File: src/rtl/serial_sub.sv
// serial_sub: bit-serial WIDTH-bit subtractor, diff = a - b - bin, LSB first, one bit per clock.
// Define SERIAL_SUB_OVF_EN to add the registered signed-overflow output ovf.
module serial_sub #(
    parameter int WIDTH = 8
) (
    input  logic             clk,
    input  logic             rst_n,
    input  logic             start,
    input  logic [WIDTH-1:0] a,
    input  logic [WIDTH-1:0] b,
    input  logic             bin,
    output logic             busy,
    output logic             done,
    output logic [WIDTH-1:0] diff,
    output logic             bout
`ifdef SERIAL_SUB_OVF_EN
    ,
    output logic             ovf
`endif
);
    localparam int CW = $clog2(WIDTH + 1);
    typedef enum logic [1:0] {IDLE, RUN, DONE} state_t;
    state_t state, state_next;
    logic [WIDTH-1:0] sa, sb, sd_full;
    logic [WIDTH-2:0] sd;
    logic [CW-1:0]    cnt;
    logic             br, x, y, d, br_next, last, load;
    always_comb begin
        x          = sa[0];
        y          = sb[0];
        d          = x ^ y ^ br;
        br_next    = (~x & y) | (~(x ^ y) & br);
        sd_full    = {d, sd};
        last       = cnt == CW'(WIDTH - 1);
        load       = start && state != RUN;
        state_next = load ? RUN : state == RUN ? (last ? DONE : RUN) : IDLE;
        busy       = state == RUN;
        done       = state == DONE;
    end
    always_ff @(posedge clk or negedge rst_n) begin
        if (!rst_n) state <= IDLE;
        else        state <= state_next;
    end
    // sd keeps only the WIDTH-1 bits gathered so far; the last bit joins it straight into diff
    always_ff @(posedge clk or negedge rst_n) begin
        if (!rst_n) begin
            sa   <= '0;
            sb   <= '0;
            sd   <= '0;
            br   <= 1'b0;
            cnt  <= '0;
            diff <= '0;
            bout <= 1'b0;
`ifdef SERIAL_SUB_OVF_EN
            ovf  <= 1'b0;
`endif
        end else if (load) begin
            sa  <= a;
            sb  <= b;
            br  <= bin;
            cnt <= '0;
        end else if (state == RUN) begin
            sa  <= sa >> 1;
            sb  <= sb >> 1;
            br  <= br_next;
            sd  <= sd_full[WIDTH-1:1];
            cnt <= cnt + CW'(1);
            if (last) begin
                diff <= sd_full;
                bout <= br_next;
`ifdef SERIAL_SUB_OVF_EN
                ovf  <= br ^ br_next;
`endif
            end
        end
    end
endmodule

File: config.mk
export PLATFORM = sky130hd
export DESIGN_NAME = serial_sub
export DESIGN_NICKNAME = d
export VERILOG_FILES = /design/src/rtl/serial_sub.sv
export SDC_FILE = /design/constraint.sdc
export NUM_CORES = 1
export LEC_CHECK = 0
export CAP_MARGIN = 20
export CORE_MARGIN = 2
export CORE_UTILIZATION = 46
export CTS_CLUSTER_SIZE = 28
export DETAILED_ROUTE_END_ITERATION = 6
export GPL_TIMING_DRIVEN = 0
export PLACE_DENSITY_LB_ADDON = 0.12
export SKIP_CTS_REPAIR_TIMING = 1
export SYNTH_ARGS = -nofsm -noshare
export SYNTH_HDL_FRONTEND = slang
export SYNTH_SLANG_ARGS = --single-unit
File: constraint.sdc
create_clock -name clk -period 1.22 [get_ports clk]
set_input_delay 0.244 -clock clk [delete_from_list [all_inputs] [get_ports clk]]
set_output_delay 0.244 -clock clk [all_outputs]
set_load 0.05 [all_outputs]
==> Word level (Yosys, flattened, before mapping) <==
Index checks and enable logic that the tools add are counted.
{ "totals": {"regBits": 39, "latchBits": 0, "ram_bits": 0, "rom_bits": 0, "input_bits": 20, "n_memories": 0} }
{ "classes": {"n_addsub": 1, "mul": 0, "div": 0, "n_lt_le_gt_ge": 0, "eq_ne": 4, "shift": 0, "n_mux": 11, "bitwise": 8, "reduce_logical": 4} }
{ "op_table": {"columns": ["operator", "count"], "rows": [
  ["$mux 8", 4],
  ["$mux 4", 2],
  ["$mux 2", 3],
  ["$add 4x1->4 const B", 1],
  ["$eq 4x3->1 const B", 1],
  ["$not 1->1", 3],
  ["$reduce_and 3->1", 1],
  ["$and 1x1->1", 2],
  ["$eq 2x1->1 const B", 1],
  ["$eq 2x2->1 const B", 1],
  ["$mux 1", 2],
  ["$ne 2x1->1 const B", 1],
  ["$reduce_and 2->1", 1],
  ["$reduce_bool 2->1", 1],
  ["$xor 1x1->1", 2],
  ["$logic_and 1x1->1", 1],
  ["$or 1x1->1", 1]
]} }

==> Depth between registers and ports, before layout <==
{ "logic_depth": {"word_depth": 6, "depth_mapped": 5} }

==> Least setup slack after synthesis <==
OpenSTA, ideal clock, no wires.
{ "synth_path": {"kind": "reg2reg", "startpoint": "reg cnt[0]", "endpoint": "reg diff[0]", "setup_ns": 0.125, "t_arrival_ns": 1.220, "required_time_ns": 1.095, "path_slack_ns": -0.125, "stages_incl_launch_ff": 6, "path_buffers": 1, "path_cell_list": "dfrtp_1 -> ha_1 -> nand2_1 -> nor3_4 -> buf_6 -> mux2_4"} }
{ "synth_between": {"elab_chain_len": 2} }
{ "synth_rtl": {"columns": ["item", "line", "source"], "rows": [
  ["from (decl)", "26", "logic [CW-1:0] cnt;"],
  ["from (signal assigned)", "67", "cnt <= cnt + CW'(1);"],
  ["$eq 4x3->1", "34", "last = cnt == CW'(WIDTH - 1);"],
  ["$reduce_and 3->1 (no source line)", null, null],
  ["to (signal assigned)", "69", "diff <= sd_full;"],
  ["to (decl)", "14", "output logic [WIDTH-1:0] diff,"]
]} }
No other way between the ends.
A chain may end at the register's enable or synchronous reset.

==> Worst setup path in the final report <==
Ends and elaborated chain as after synthesis.

==> impl_metrics.toml <==
[placed_design]
place_congestion = 0.740
placed_area_sq_mm = 0.00208
place_ws_ps = -761
dp_hpwl_mm = 2.22
io_buffers = 30

[sta]
finalCritPeriodShare_pct = 117
finalSetupViolCount = 13
setup_ws_ps = -210
rsz0062_at_grt = "yes"
finalMaxSlewViolations = 0
max_slew_margin_pct = 42.9
clock.fmax_mhz = 699
fin_crit_ps = 1430
worst_pin_slew_ps = 857
holdWs_ps = 65.4
finClkSkew_ps = 3.72
finalHoldViolations = 0

[layout]
fillCellCount = 338
diodes = 0
syn2layout_area_growth_pct = 28.7
final_cell_mix = "dfrtp_1 (39), nand2_1 (38), mux2i_1 (18), clkdlybuf4s50_1 (18), o21ai_0 (15)"
drive_above_1_share_pct = 25.5
seq_area_sq_um = 976
multi_input_area_sq_um = 687
design_area_sq_mm = 0.00221
layout_commonest_cell = "dfrtp_1"
fin_util_pct = 60.8
final_nets = 214

[worst_setup_path]
required_ps = 1400
crit_type = "reg2reg"
critPathMaxFanout = 5
endpoint_kind = "flip-flop"
crit_arrival_ps = 1610
start_kind = "flip-flop"

[cts]
root_buffer = "clkbuf_8"
tritoncts = "yes"
cts_buffers = 5
clock-sinks = 39
cts_htree_levels = 2
clk_latency_ps = 290
clk_path_buf_depth = 2
clk_pin_slew_worst_paths_ps = 70

[job]
cap_violations = 0

[floorplanning]
die_y_um = 65.1
rows = 22
core_sq_mm = 0.00363
fp.dieW_um = 65.1
io_pins = 31
die_area_sq_mm = 0.00424
start_util_pct = 47.3

[global_route]
overflow = 0
antenna_found_initial = 0
grt_pass1_wl_mm = 5.56
grt_pass1_vias = 1268
grt_max_degree = 40
grt_use_total_pct = 17.6

[route]
ant_nets = 0
drc_errors = 0
vias = 1194
wl_per_cell_um = 13.8
drt_iter0_markers = 42
drt_first_pass_iters = 4
totalWireLength_mm = 3.32
viasPerCell = 4.98

[synth]
yosysWarningCount = 0
yosysTopAreaCell = "dfrtp_1"
synthDistinctLibCells = 24
synth_top_cell_area_share_pct = 56.8
synth_area_leaders = "dfrtp_1 (57%), mux2i_1 (10%), nand2_1 (8.5%), mux2_4 (7.0%), o21ai_0 (4.4%)"
synth.avg_cell_area_sq_um = 11.5
ys_ff_latch = 39
syn_nets = 171
syn_inst = 149
synth-seq-area-share_pct = 56.8
syn_area_sq_mm = 0.00172

[power_and_ir_drop]
power.switching_mw = 2.45
clkPwrFrac_pct = 14.7
vdd_drop_max_v = 0.000962
seqPwrFrac_pct = 36.8
swShare_pct = 41.4
leakage_nw = 1.10
power_density_mw_per_mm2 = 2680
p_int_mw = 3.47
p_comb_share_pct = 48.5

[outcome]
violations = "setup timing"
status = "finished with violations"

[hold_path]
worstHoldPathType = "in2async"
[worst max-delay path: stages (launching register included)]
cell	delay, ps
dfrtp_1	380
ha_2	200
nand2_2	70
nor3_4	190
buf_6	180
mux2_4	300
[logic make-up (layout without fill, tap and decap cells)]
logic type | Yosys count | count (layout) | synth area share, %
buffers and inverters | 12 | 55 | 3.86
AOI/OAI and AO/OA | 18 | 18 | 5.75
DFF | 39 | 39 | 56.8
and+or+nand+nor | 50 | 50 | 12.9
adders and majority gates | 2 | 2 | 1.89
muxes | 28 | 28 | 18.8
[power by group through the flow]
stage               registers [mW]  clock network [mW]  logic, mW
finish                        2.18               0.868       2.87
global route                  2.24               0.955       3.15
CTS                           2.18               0.888       2.76
detailed placement            2.21                   0       2.76
global placement              2.18                   0       2.68
floorplan                     2.62                   0       1.50
[final cells by class]
cell class	count	share of cell area (%)
flip-flops and latches	39	44.1
multi-input cells	98	31.1
inverters	4	0.905
repair buffers	37	14.7
well taps	48	2.72
clock buffers	6	3.74
clock inverters	1	0.226
plain buffers	7	2.55
[synth_stat cells]
cell      number
nor3_4         1
o211a_1        1
ha_1           1
nand2b_4       1
buf_6          2
mux2i_1       18
o21ai_0       15
mux2_2         2
fa_1           1
nor3_1         1
nor2_1         4
buf_2          5
a211o_1        1
clkbuf_1       1
nand3_1        1
a21oi_1        1
inv_2          1
nand2b_1       1
nand2_1       39
mux2_4         8
inv_1          3
dfrtp_1       39
and2b_1        1
and3_1         1
[routing by layer]
metal	vias up	global-route usage [%]	share of wire, %	wire length, um
met5	-	0	0	0
met2	30	30.8	51	1680
met1	579	18.9	41	1370
li1	578	-	-	-
met4	0	9.38	1.4	48
met3	7	5.48	6.7	222
[final timing paths]
kind,start,endpoint,slack (ps),depth (start not counted)
hold reg to reg,sd[0],sd[0],490,2
max in group asynchronous,rst_n,sa[6],630,1
min in group clk,sd[0],sd[0],490,2
hold / removal,rst_n,sd[2],70,1
setup reg to reg,cnt[0],diff[0],-210,5
setup / recovery,cnt[0],diff[0],-210,5
[flip-flops by register name (all words and copies together) (netlist names)]
name   cells
state      2
br         1
cnt        4
sd         7
bout       1
diff       8
sa         8
sb         8
[per-stage QoR]
step	std cells	setup TNS (ps)	power, mW
after floorplan	149	-838	4.13
after global placement	227	-47180	4.86
after detailed placement	227	-9270	4.97
after CTS	234	-8760	5.84
after global routing	240	-2870	6.34
final	240	-2020	5.92
Note: power is estimated with default switching activity, not from simulation.
